### src/rtl/seq_divider_pkg.sv
// Shared constants for the sequential restoring divider: default width,
// iteration count and FSM state encodings.
package seq_divider_pkg;

  localparam int DEF_WIDTH = 32;
  localparam int DEF_ITERS = DEF_WIDTH;

  typedef logic [1:0] state_t;

  localparam state_t ST_IDLE = 2'd0;
  localparam state_t ST_RUN  = 2'd1;
  localparam state_t ST_DONE = 2'd2;

endpackage

### src/rtl/seq_divider_step.sv
// One combinational restoring shift-subtract step of the divider.
module div_step #(
  parameter int WIDTH = 32
) (
  input  logic [WIDTH:0]   rem,
  input  logic             dvd_bit,
  input  logic [WIDTH-1:0] divisor,
  output logic [WIDTH:0]   rem_next,
  output logic             q_bit
);

  logic [WIDTH+1:0] shifted;
  logic [WIDTH+1:0] diff;

  // One guard bit above the remainder keeps the borrow sign unambiguous.
  always_comb begin
    shifted  = {rem, dvd_bit};
    diff     = shifted + ~{2'b00, divisor} + (WIDTH+2)'(1);
    q_bit    = ~diff[WIDTH+1];
    rem_next = q_bit ? diff[WIDTH:0] : shifted[WIDTH:0];
  end

endmodule

### src/rtl/seq_divider.sv
// Sequential restoring divider, one quotient bit per clock.
// Define DIV_SIGNED_EN for two's-complement operands (truncate toward zero).
module seq_divider
  import seq_divider_pkg::*;
#(
  parameter int WIDTH = DEF_WIDTH
) (
  input  logic             clock,
  input  logic             reset,
  input  logic             ctrl_DIV,
  input  logic [WIDTH-1:0] data_operandA,
  input  logic [WIDTH-1:0] data_operandB,
  output logic [WIDTH-1:0] data_result,
  output logic             data_exception,
  output logic             data_resultRDY
);

  localparam int ITERS = WIDTH;
  localparam int CNT_W = $clog2(ITERS);
  localparam logic [CNT_W-1:0] LAST = CNT_W'(ITERS - 1);

  state_t           state;
  logic [CNT_W-1:0] cnt;
  logic [WIDTH-1:0] dq;
  logic [WIDTH-1:0] divisor;
  logic [WIDTH:0]   rem;
  logic [WIDTH:0]   rem_next;
  logic             q_bit;
  logic [WIDTH-1:0] quotient;
  logic [WIDTH-1:0] op_a;
  logic [WIDTH-1:0] op_b;
  logic [WIDTH-1:0] final_q;
  logic             done_exc;

  div_step #(.WIDTH(WIDTH)) u_step (
    .rem      (rem),
    .dvd_bit  (dq[WIDTH-1]),
    .divisor  (divisor),
    .rem_next (rem_next),
    .q_bit    (q_bit)
  );

  // Dividend bits leave at the top while quotient bits enter at the bottom.
  assign quotient = {dq[WIDTH-2:0], q_bit};

`ifdef DIV_SIGNED_EN
  logic neg;
  logic ovf;

  function automatic logic [WIDTH-1:0] magnitude(input logic signed [WIDTH-1:0] x);
    return (x < 0) ? -x : x;
  endfunction

  function automatic logic [WIDTH-1:0] apply_sign(input logic [WIDTH-1:0] q, input logic n);
    logic signed [WIDTH-1:0] qs;
    qs = q;
    return n ? -qs : qs;
  endfunction

  assign op_a     = magnitude(data_operandA);
  assign op_b     = magnitude(data_operandB);
  assign final_q  = apply_sign(quotient, neg);
  assign done_exc = ovf;

  always_ff @(posedge clock) begin
    if (ctrl_DIV) begin
      neg <= data_operandA[WIDTH-1] ^ data_operandB[WIDTH-1];
      ovf <= (data_operandA == {1'b1, {(WIDTH-1){1'b0}}}) && (&data_operandB);
    end
  end
`else
  assign op_a     = data_operandA;
  assign op_b     = data_operandB;
  assign final_q  = quotient;
  assign done_exc = 1'b0;
`endif

  always_ff @(posedge clock) begin
    if (reset) begin
      state          <= ST_IDLE;
      cnt            <= '0;
      data_result    <= '0;
      data_exception <= 1'b0;
      data_resultRDY <= 1'b0;
    end else begin
      data_resultRDY <= 1'b0;
      if (ctrl_DIV) begin
        state <= ST_RUN;
        cnt   <= '0;
      end else begin
        case (state)
          ST_RUN: begin
            if (divisor == '0) begin
              data_result    <= '0;
              data_exception <= 1'b1;
              data_resultRDY <= 1'b1;
              state          <= ST_IDLE;
            end else if (cnt == LAST) begin
              data_result    <= final_q;
              data_exception <= done_exc;
              data_resultRDY <= 1'b1;
              state          <= ST_DONE;
            end else begin
              cnt <= cnt + CNT_W'(1);
            end
          end
          ST_DONE: state <= ST_IDLE;
          default: state <= ST_IDLE;
        endcase
      end
    end
  end

  // Datapath registers carry no reset; the FSM decides when they matter.
  always_ff @(posedge clock) begin
    if (ctrl_DIV) begin
      dq      <= op_a;
      divisor <= op_b;
      rem     <= '0;
    end else if (state == ST_RUN) begin
      dq  <= quotient;
      rem <= rem_next;
    end
  end

endmodule

### config.mk
export PLATFORM = sky130hd
export DESIGN_NAME = seq_divider
export DESIGN_NICKNAME = d
export VERILOG_FILES = /design/src/rtl/seq_divider_pkg.sv /design/src/rtl/seq_divider_step.sv /design/src/rtl/seq_divider.sv
export SDC_FILE = /design/constraint.sdc
export NUM_CORES = 1
export LEC_CHECK = 0
export ABC_CLOCK_PERIOD_IN_PS = 5900
export CORE_MARGIN = 2
export CORE_UTILIZATION = 35
export DETAILED_ROUTE_END_ITERATION = 8
export GPL_ROUTABILITY_DRIVEN = 1
export PLACE_DENSITY = 0.51
export SYNTH_ARGS = -nofsm -noshare
export SYNTH_HDL_FRONTEND = slang
export SYNTH_SLANG_ARGS = --single-unit
### constraint.sdc
create_clock -name clock -period 5.9 [get_ports clock]
set_input_delay 0.59 -clock clock [delete_from_list [all_inputs] [get_ports clock]]
set_output_delay 0.59 -clock clock [all_outputs]
set_load 0.02 [all_outputs]
---- After elaboration in Yosys (flattened, before gate mapping) ----
Index checks and enable logic that the tools add are counted.
storage, ports and cells
  word-level logic and storage cells ...... 42
  RAM bits ................................ 0
  output and inout port bits .............. 34
  memories ................................ 0
  bits in read-only memories .............. 0
  bits in registers ....................... 138
  bits in latches ......................... 0
  bits of input ports ..................... 67
cells by class
  shift-type cells ........................ 0
  add/sub/neg operators ................... 3
  divide/modulo/power cells ............... 0
  eq/ne operators ......................... 3
  mux-type cells .......................... 13
  reductions and logical operators ........ 8
  magnitude comparators ................... 0
  bitwise logic cells ..................... 6
  multipliers ............................. 0
operator list
  kind                   number
  $mux 32                4
  $add 34x1->34 const B  1
  $add 34x34->34         1
  $not 32->34            1
  $mux 33                1
  $logic_not 32->1       1
  $mux 1                 8
  $reduce_and 3->1       2
  $add 5x1->5 const B    1
  $eq 5x5->1 const B     1
  $not 1->1              5
  $ne 4x4->1 const B     1
  $reduce_bool 2->1      2
  $reduce_or 4->1        1
  $reduce_or 3->1        1
  $eq 2x1->1 const B     1
  $reduce_or 2->1        1

---- Logic depth before layout (Yosys ltp) ----
Gate-level depths: netlist of the first run.
  word-level depth ........................ 6
  depth in mapped cells ................... 13
  depth with buffers taken out ............ 12

---- Modules after synthesis ----
Synthesis of the first run repeated with hierarchy kept, for this count alone.
unflattened totals
  cell total of the unflattened synthesis .. 678
  area, all modules ....................... 7044.3 µm²
modules (own cells, without submodules)
  module       times used  seq. area each (µm²)  area each (µm²)  cells each
  seq_divider  1           3403.3                4830.9           372
  div_step     1           0.0                   2213.4           306

---- Worst setup path before layout of the first run ----
No wires, ideal clock.
  path kind ............................... reg2reg
  start ................................... register divisor[1]
  end ..................................... register rem[0]
  stages on the path, launching flop included .. 13
  required time ........................... 5.783 ns
  clock period less this slack ............ 2.977 ns
  path buffers ............................ 1
  slack ................................... 2.923 ns
  library setup time ...................... 0.117 ns
  arrival ................................. 2.860 ns
  cell sequence ........................... edfxtp_1 -> inv_1 -> ha_1 -> nor2b_1 -> o2111ai_1 -> a21oi_2 -> a221oi_4 -> o221ai_2 -> a211oi_4 -> xnor2_2 -> clkbuf_1 -> nand2_1 -> a32o_1
between the ends
  cells in the longest elaborated chain, start to end .. 4
RTL lines
  element                 line                    text
  from (decl)             seq_divider.sv:25       logic [WIDTH-1:0] divisor;
  from (signal assigned)  seq_divider.sv:118      divisor <= op_b;
  $not 32->34             seq_divider_step.sv:18  diff = shifted + ~{2'b00, divisor} + (WIDTH+2)'(1);
  $add 34x34->34          seq_divider_step.sv:18
  $add 34x1->34           seq_divider_step.sv:18
  $mux 33                 seq_divider_step.sv:20  rem_next = q_bit ? diff[WIDTH:0] : shifted[WIDTH:0];
  to (signal assigned)    seq_divider.sv:122      rem <= rem_next;
  to (decl)               seq_divider.sv:26       logic [WIDTH:0] rem;
Every way passes these cells.
A chain may end at the register's enable or synchronous reset.

---- Worst setup path after layout of the first run ----
  start ................................... register divisor[1]
  end ..................................... register rem[11]
The elaborated chain is that of the path after synthesis.

==> flow_results.org, run 1 <==
** Hold path
- The worst hold path terminates at data_exception.
- Min-Delay Path Class :: flip-flop to flip-flop
- The worst hold path was traced through 2 stages.
- Startpoint of the tightest hold check path :: data_exception

** CTS
- The tree is rooted in a sky130_fd_sc_hd__clkbuf_16.
- TritonCTS built the clock tree.
- Hold repair after CTS inserted 0 buffers.
- The later pin in the worst-skew pair is clocked with a latency of 430 ps.
- Sinks on the clock net :: 138
- Maximum count of clock buffers along a single path :: 2
- Number of buffers inserted by post-CTS setup repair :: 0
- H-Tree Depth :: 4
- Total CTS buffers :: 17
- Clock input transition at the sequential cells of the worst setup and hold paths :: 70 ps
- Cells resized by post-CTS repair :: 0

** Detailed routing
- Total number of vias :: 5755
- DR WL/cell :: 16.7 µm
- Vias per cell :: 5.19
- DRC violations left :: 0
- Detailed Route Iter0 Violations :: 309
- The routed design has 18500 µm of wire.
- The pre-antenna-repair detailed-routing pass consisted of 5 iterations.
- Remaining antenna violation count :: 0

** Critical path
- Traced cell by cell, the critical path runs through inv_1 > ha_1 > nor2b_1 > o2111ai_1 > a21oi_2 > a221oi_4 > o221ai_2 > a211oi_4 > xnor2_2 > buf_4 > mux2_1 > a22o_1.
- For flop-to-flop paths, the worst setup slack is 2140 ps.
- Worst path buffer plus inverter count :: 2
- The slowest stage of the critical path belongs to the cell sky130_fd_sc_hd__edfxtp_1.
- Reg-to-reg startpoint :: divisor[1]
- The worst setup path is captured at a flip-flop.
- Data on the critical path arrives at its endpoint at 4090 ps.
- By startpoint and endpoint, the worst setup path is classified as flip-flop to flip-flop.
- For the worst setup path, the data required time is 6230 ps.
- Reg2reg end :: rem[11]
- For the worst flop-to-flop path, the logic depth is 12.
- Cell type group with the largest total delay on the critical path :: compound AO/OA/AOI/OAI gates
- STA classifies the critical path startpoint as a flip-flop.
- Stage delay of the slowest cell on the critical path :: 430 ps
- Along the worst path, the maximum fanout reaches 18.
- In this run the worst setup path begins at divisor[1].

** Job
- The tool flagged a number of max-cap violations equal to 0.

** Timing
- Setup Viol. Count Final :: 0
- Setup slack of the critical path after layout :: 2140 ps
- Hold Vio Cnt, Final :: 0
- Setup total negative slack :: 0 ps
- In this run the tightest slew margin relative to its limit is 37.3%.
- Post-layout min period :: 3760 ps
- Highest clock frequency the design can meet :: 266 MHz
- Number of pins exceeding their max-slew limit in the final report :: 0
- On the final layout, the worst hold slack is 456 ps.
- Largest clock skew in the final design :: 14.7 ps
- Setup repair after global routing missed its margin :: false
- Part of the cycle the worst path needs :: 63.7%
- At the pin with the least slew margin, the transition time is 939 ps.

** Die
- After floorplanning, the core was divided into 52 placement rows.
- Die Height :: 147 µm
- The die is 147 µm wide.
- The total area inside the core boundary comes to 20200 µm².
- The floorplan step defined a die boundary enclosing 21700 µm².
- Count of boundary I/O pins :: 101
- Initial cell density of the core :: 35.6%

** Synth
- Number of warnings reported in the yosys synthesis log :: 0
- EDFF count, synth :: 64
- Netlist Area Pre-Place :: 7170 µm²
- The cell count after synthesis came out at 738.
- The number of nets in the synthesized netlist is 840.
- Number of flip-flops and latches in the synthesized netlist :: 138
- Cell type with the largest total area after synthesis :: sky130_fd_sc_hd__edfxtp_1
- Fraction of the yosys area taken by sequential cells :: 47.4%
- The synthesized design devotes to its leading area cell type 26.8% of total area.
- Asr flop ratio synth :: 0%
- Mean area per synthesized cell :: 9.72 µm²
- Most frequently used flop master after synthesis :: sky130_fd_sc_hd__dfxtp_1
- Count of unique library cells instantiated by Yosys :: 61
- By area the synthesized netlist is led by sky130_fd_sc_hd__edfxtp_1 (27%), sky130_fd_sc_hd__dfxtp_1 (21%), sky130_fd_sc_hd__ha_1 (5.9%).

** Placed design
- Half-perimeter wire length of the detailed placement result :: 12500 µm
- In this run the cell area measured after placement is 8430 µm².
- The congestion estimate from routability-driven global placement came to 0.837.
- Input and output buffers added on the ports amount to 100.
- Dpl ws :: 2190 ps
- Including well taps, the total number of placed cells is 1076.

** Cells and area
- # diodes :: 0
- Layout Utilization :: 44.6%
- The finished cells cover 9000 µm².
- The finished layout holds 1108 standard cells, fillers aside.
- Layout Nets :: 927
- After filler insertion, the fill cell instance count of the layout stands at 1974.
- Area growth, synth to finish :: 25.4%
- Cells with a size suffix above 1 make up 9.90% of the layout.

** Pwr
- Ratio of total power to cell area :: 305 nW/µm²
- The completed layout was analyzed and its total power is 2.74 mW.
- Total leakage power :: 3.43 nW
- The worst-case IR drop observed on VDD is 0.214 mV.

** Global routing
- Global routing consumed, over all layers together, 17.5% of the routing resources.
- Entering global routing, the biggest net connects 56 pins.
- Number of antenna violations at the first check in global routing :: 0
- Global-route wire length before repair :: 30200 µm
- The via count of the first global-routing pass was 5948.
- GRT overflow :: 0

** Run status
- The flow ran to the end, and the final reports show no timing, DRC or antenna violations.
-- placed cells by master (no fill, tap or decap), drive strengths merged, types with 8 or more instances in the layout --
cell type,netlist,layout
nor4,9,9
edfxtp,64,64
nor2,70,70
buf,8,8
xnor2,21,21
clkbuf,31,17
xor2,9,9
o21ai,45,45
nand2,75,75
dfxtp,74,74
ha,34,34
a211oi,8,8
and2,8,8
nand3,11,11
a21oi,45,45
nand4,8,8
a31oi,20,20
inv,43,53
clkdlybuf4s50,0,99
a21o,11,11
a22oi,32,32
mux2,33,33
-- power by group --
group	total, mW	leakage [nW]	internal (mW)	switching (mW)
registers	1.12	1.24	1.08	0.0450
logic	0.579	1.92	0.245	0.334
clock network	1.04	0.274	0.562	0.479
total	2.74	3.43	1.88	0.858
-- flip-flops by register name (all words and copies together) (netlist names) --
name            flops
cnt                 5
data_exception      1
data_result        32
data_resultRDY      1
divisor            32
dq                 32
rem                33
state               2
-- worst min-delay path, delay by kind of cell (launching register included) --
family / cells / cell delay, ps
AO/OA/AOI/OAI: 1 / 50
buffers and inverters: 1 / 50
flip-flops: 1 / 310
-- cell usage after synthesis (3+ instances only) --
cell / count
sky130_fd_sc_hd__nand2_1: 75
sky130_fd_sc_hd__dfxtp_1: 74
sky130_fd_sc_hd__nor2_1: 70
sky130_fd_sc_hd__edfxtp_1: 64
sky130_fd_sc_hd__o21ai_0: 44
sky130_fd_sc_hd__a21oi_1: 43
sky130_fd_sc_hd__inv_1: 43
sky130_fd_sc_hd__ha_1: 34
sky130_fd_sc_hd__a22oi_1: 32
sky130_fd_sc_hd__clkbuf_1: 31
sky130_fd_sc_hd__mux2_2: 31
sky130_fd_sc_hd__a31oi_1: 20
sky130_fd_sc_hd__xnor2_1: 20
sky130_fd_sc_hd__a21o_1: 11
sky130_fd_sc_hd__nand3_1: 11
sky130_fd_sc_hd__nor4_1: 9
sky130_fd_sc_hd__nand4_1: 8
sky130_fd_sc_hd__xor2_1: 8
sky130_fd_sc_hd__a211oi_1: 7
sky130_fd_sc_hd__a311oi_1: 7
sky130_fd_sc_hd__and2_1: 7
sky130_fd_sc_hd__nand2b_1: 7
sky130_fd_sc_hd__buf_2: 6
sky130_fd_sc_hd__o211ai_1: 6
sky130_fd_sc_hd__and3_1: 5
sky130_fd_sc_hd__nor3_1: 5
sky130_fd_sc_hd__o21a_1: 5
sky130_fd_sc_hd__o21bai_1: 5
sky130_fd_sc_hd__mux2i_1: 4
sky130_fd_sc_hd__a211o_1: 3
sky130_fd_sc_hd__nor2b_1: 3
sky130_fd_sc_hd__o31ai_1: 3
-- cell families after synthesis --
logic type / Yosys count / share of synthesized area [%]
adder cells (fa/ha/maj): 35 / 6.21
AO/OA/AOI/OAI: 205 / 19.0
flip-flops: 138 / 47.4
multiplexers: 37 / 5.74
AND/OR/NAND/NOR: 211 / 13.3
XOR/XNOR: 30 / 3.87
buffers and inverters: 82 / 4.45
-- layout make-up --
class	count	area, µm²	share of cell area [%]
Clock buffer	17	425	4.73
Clock inverter	15	148	1.64
Inverter	43	161	1.79
Multi-Input combinational cell	518	3470	38.6
Sequential cell	138	3400	37.8
Tap cell	270	338	3.75
Timing Repair Buffer	107	1050	11.7
-- per-layer routing --
layer  track usage [%]  up-vias  share of wire [%]
met3              5.47       32                5.6
met1              22.0     2713                 46
li1                  -     2871                  -
met2              27.9      139                 46
met5                 0        -                  0
met4              7.74        0                2.6
-- how the worst max path moves through the flow --
stage,endpoint,slack (ps),depth (start not counted)
final,rem[11],2140,12
after global routing,rem[11],1920,12
after CTS,rem[11],2130,12
after detailed placement,rem[11],2190,12
after global placement,rem[11],2240,12
after floorplan,rem[0],2920,12
Note: power is estimated with default switching activity, not from simulation.
==> inputs of run 2 (changes only) <==
--- a/config.mk
+++ b/config.mk
@@ -5,7 +5,7 @@
 export SDC_FILE = /design/constraint.sdc
 export NUM_CORES = 1
 export LEC_CHECK = 0
-export ABC_CLOCK_PERIOD_IN_PS = 5900
+export ABC_CLOCK_PERIOD_IN_PS = 3500
 export CORE_MARGIN = 2
 export CORE_UTILIZATION = 35
 export DETAILED_ROUTE_END_ITERATION = 8
==> constraint.sdc (replaced) <==
create_clock -name clock -period 3.5 [get_ports clock]
set_input_delay 0.35 -clock clock [delete_from_list [all_inputs] [get_ports clock]]
set_output_delay 0.35 -clock clock [all_outputs]
set_load 0.02 [all_outputs]
==> run 2 against run 1 <==
Net effect: register-to-register slack lost 1800 ps; via count grew 0.35%; wire length increased by 0.48%; critical endpoint is now rem[32]; clock power is 85% higher; worst setup slack got worse by 1800 ps; highest routed layer unchanged; critical path type unchanged.
==> flow_results.org, run 2 (synthesis gave the netlist of run 1 again) <==
** Cells and area
- # diodes :: 0
- Top library cells by usage in the layout, fill and taps aside :: sky130_fd_sc_hd__clkdlybuf4s50_1 (99), sky130_fd_sc_hd__nand2_1 (75), sky130_fd_sc_hd__dfxtp_1 (74)
- Area growth, synth to finish :: 26.6%
- The register with the most flip-flops in the final layout is rem.
- In the final design database the tool counted 931 nets.
- In the final layout, the share of cells above drive strength 1 is 10.5%.
- Most common cell after layout, fill and taps aside :: sky130_fd_sc_hd__clkdlybuf4s50_1
- Fillers :: 1946
- The register with the most flip-flops in the layout has 33 of them.

** Detailed routing
- Remaining antenna violation count :: 0
- In the routed design, unresolved DRC markers number 0.
- Total number of vias :: 5775
- DR WL/cell :: 16.7 µm
- After detailed routing, the total wire length is 18600 µm.
- The first detailed-routing pass took 4 iterations.
- After the first detailed-routing iteration, the DRC count stood at 309.
- Vias per cell :: 5.19

** Critical path
- The worst setup path is captured at a flip-flop.
- Setup slack on the worst flop-to-flop path :: 330 ps
- The worst setup path is launched from a flip-flop.
- Crit Path Class :: flip-flop to flip-flop
- Of all nets on the critical path, the largest fanout is 5.
- Arr. time, crit path :: 3450 ps
- Data on the critical path is required at its endpoint by 3780 ps.

** Global routing
- For this run the aggregate overflow at the end of global routing stands at 0.
- Pin count of the biggest net entering global routing :: 56
- Vias in the first global route :: 5872
- The first global-routing pass estimated 30500 µm of wire.
- Global routing used 17.6% of the available tracks.
- The number of antenna violations at the first check in global routing is 0.

** Timing
- Setup slack of the critical path after layout :: 331 ps
- Number of pins exceeding their max-slew limit in the final report :: 0
- Largest clock skew in the final design :: 22.4 ps
- Summed over all failing endpoints, the final setup total negative slack is 0 ps.
- For the pin with the worst max-slew slack, the measured transition is 897 ps.
- Setup Viol. Count Final :: 0
- The smallest clock period supported by the final layout is computed as 3170 ps.
- Rel. slew slack :: 40.0%
- Setup repair after global routing missed its margin :: false
- Timing would allow up to 316 MHz.
- Dividing the final minimum period by the clock period gives 90.5%.
- Hold Vio Cnt, Final :: 0

** Die
- Die area :: 21700 µm²
- Count of boundary I/O pins :: 101
- In this run the core area contains 52 standard-cell rows.
- Die Height :: 147 µm
- Initial cell density of the core :: 35.6%
- Area of the core region :: 20200 µm²
- Horizontal die dimension :: 147 µm

** Placed design
- Half-perimeter wire length of the detailed placement result :: 12900 µm
- Before CTS, the worst setup slack after placement is 328 ps.
- Routability-driven placement finished with a final weighted congestion of 0.876.
- Input and output buffers added on the ports amount to 100.

** Pwr
- In this run the static leakage power is 3.48 nW.
- Ratio of total power to cell area :: 530 nW/µm²
- Worst voltage drop across the vdd grid :: 0.315 mV

** Hold path
- Min-Delay Path Class :: primary input to flip-flop

** CTS
- Once the clock tree was built, the resizer swapped 0 gates to a different size.
- Sinks on the clock net :: 138
- H-Tree Depth :: 4
- In this run, post-CTS hold repair placed 0 buffers.
- Root buffer selected by CTS :: sky130_fd_sc_hd__clkbuf_16
- TritonCTS built the clock tree.
- Clock-pin slew was measured on the worst setup and hold paths at 70 ps.
- Counting the buffers created by CTS gives 17.
- Clock Latency Late Sink :: 440 ps
- Maximum count of clock buffers along a single path :: 2
- Post-CTS timing repair inserted 0 buffers for setup.

** Job
- Max-cap violations in this run came to 0.

** Run status
- The flow ran to the end, and the final reports show no timing, DRC or antenna violations.
[run 2: cell count changes in the layout (fill, tap and decap cells not counted), sizes merged]
cell / previous run / this run
buf: 8 / 12
bufinv: 0 / 2
clkinv: 2 / 3
clkinvlp: 3 / 1
inv: 53 / 52
[run 2: worst paths after layout]
path | to | startpoint | cells after the start
max | rem[32] | divisor[0] | 11
max reg2reg | rem[32] | divisor[0] | 11
min reg2reg | data_exception | data_exception | 2
min | divisor[4] | ctrl_DIV | 1
[run 2: routing by layer]
layer | routed length, µm | vias up | global-route usage [%]
li1 | - | 2877 | -
met3 | 1020 | 28 | 4.84
met4 | 359 | 0 | 6.54
met1 | 8440 | 2735 | 22.2
met2 | 8760 | 135 | 29.0
met5 | 0 | - | 0
[run 2: worst max-delay path, stage by stage (launching register included)]
cell and delay, ps:
sky130_fd_sc_hd__edfxtp_1 400, sky130_fd_sc_hd__ha_1 250, sky130_fd_sc_hd__fa_1 400, sky130_fd_sc_hd__nand2b_1 210
sky130_fd_sc_hd__a21oi_1 240, sky130_fd_sc_hd__o211ai_1 280, sky130_fd_sc_hd__o211a_1 340, sky130_fd_sc_hd__o2111ai_1 180
sky130_fd_sc_hd__nand2_1 140, sky130_fd_sc_hd__nor3b_1 330, sky130_fd_sc_hd__or4_1 170, sky130_fd_sc_hd__a31oi_1 80
[run 2: area by class of cell]
class | count | area, µm² | area share (%)
clock inverters | 15 | 200 | 2.20
inverters | 43 | 161 | 1.78
repair buffers | 111 | 1080 | 11.9
well taps | 270 | 338 | 3.72
clock buffers | 17 | 425 | 4.68
multi-input cells | 518 | 3470 | 38.2
flip-flops and latches | 138 | 3400 | 37.5
[run 2: stage by stage]
| step | cells | util, % | power, mW | hold slack (ps) | instance area [µm²] |
|---|---|---|---|---|---|
| 6_report | 1112 | 45.0 | 4.81 | 390 | 9080 |
| 3_3_place_gp | 1080 | 41.9 | 2.91 | 448 | 8450 |
| 2_1_floorplan | 738 | - | 2.61 | 449 | 7170 |
| 4_1_cts | 1112 | 45.0 | 4.87 | 402 | 9070 |
| 5_1_grt | 1112 | 45.0 | 5.05 | 425 | 9080 |
| 3_5_place_dp | 1080 | 41.9 | 2.92 | 445 | 8450 |
[run 2: power breakdown]
| group | leakage (nW) | internal (mW) | total [mW] | switching [mW] |
|---|---|---|---|---|
| sequential | 1.24 | 1.82 | 1.89 | 0.0764 |
| clock | 0.304 | 1.10 | 1.92 | 0.827 |
| combinational | 1.94 | 0.430 | 0.994 | 0.564 |
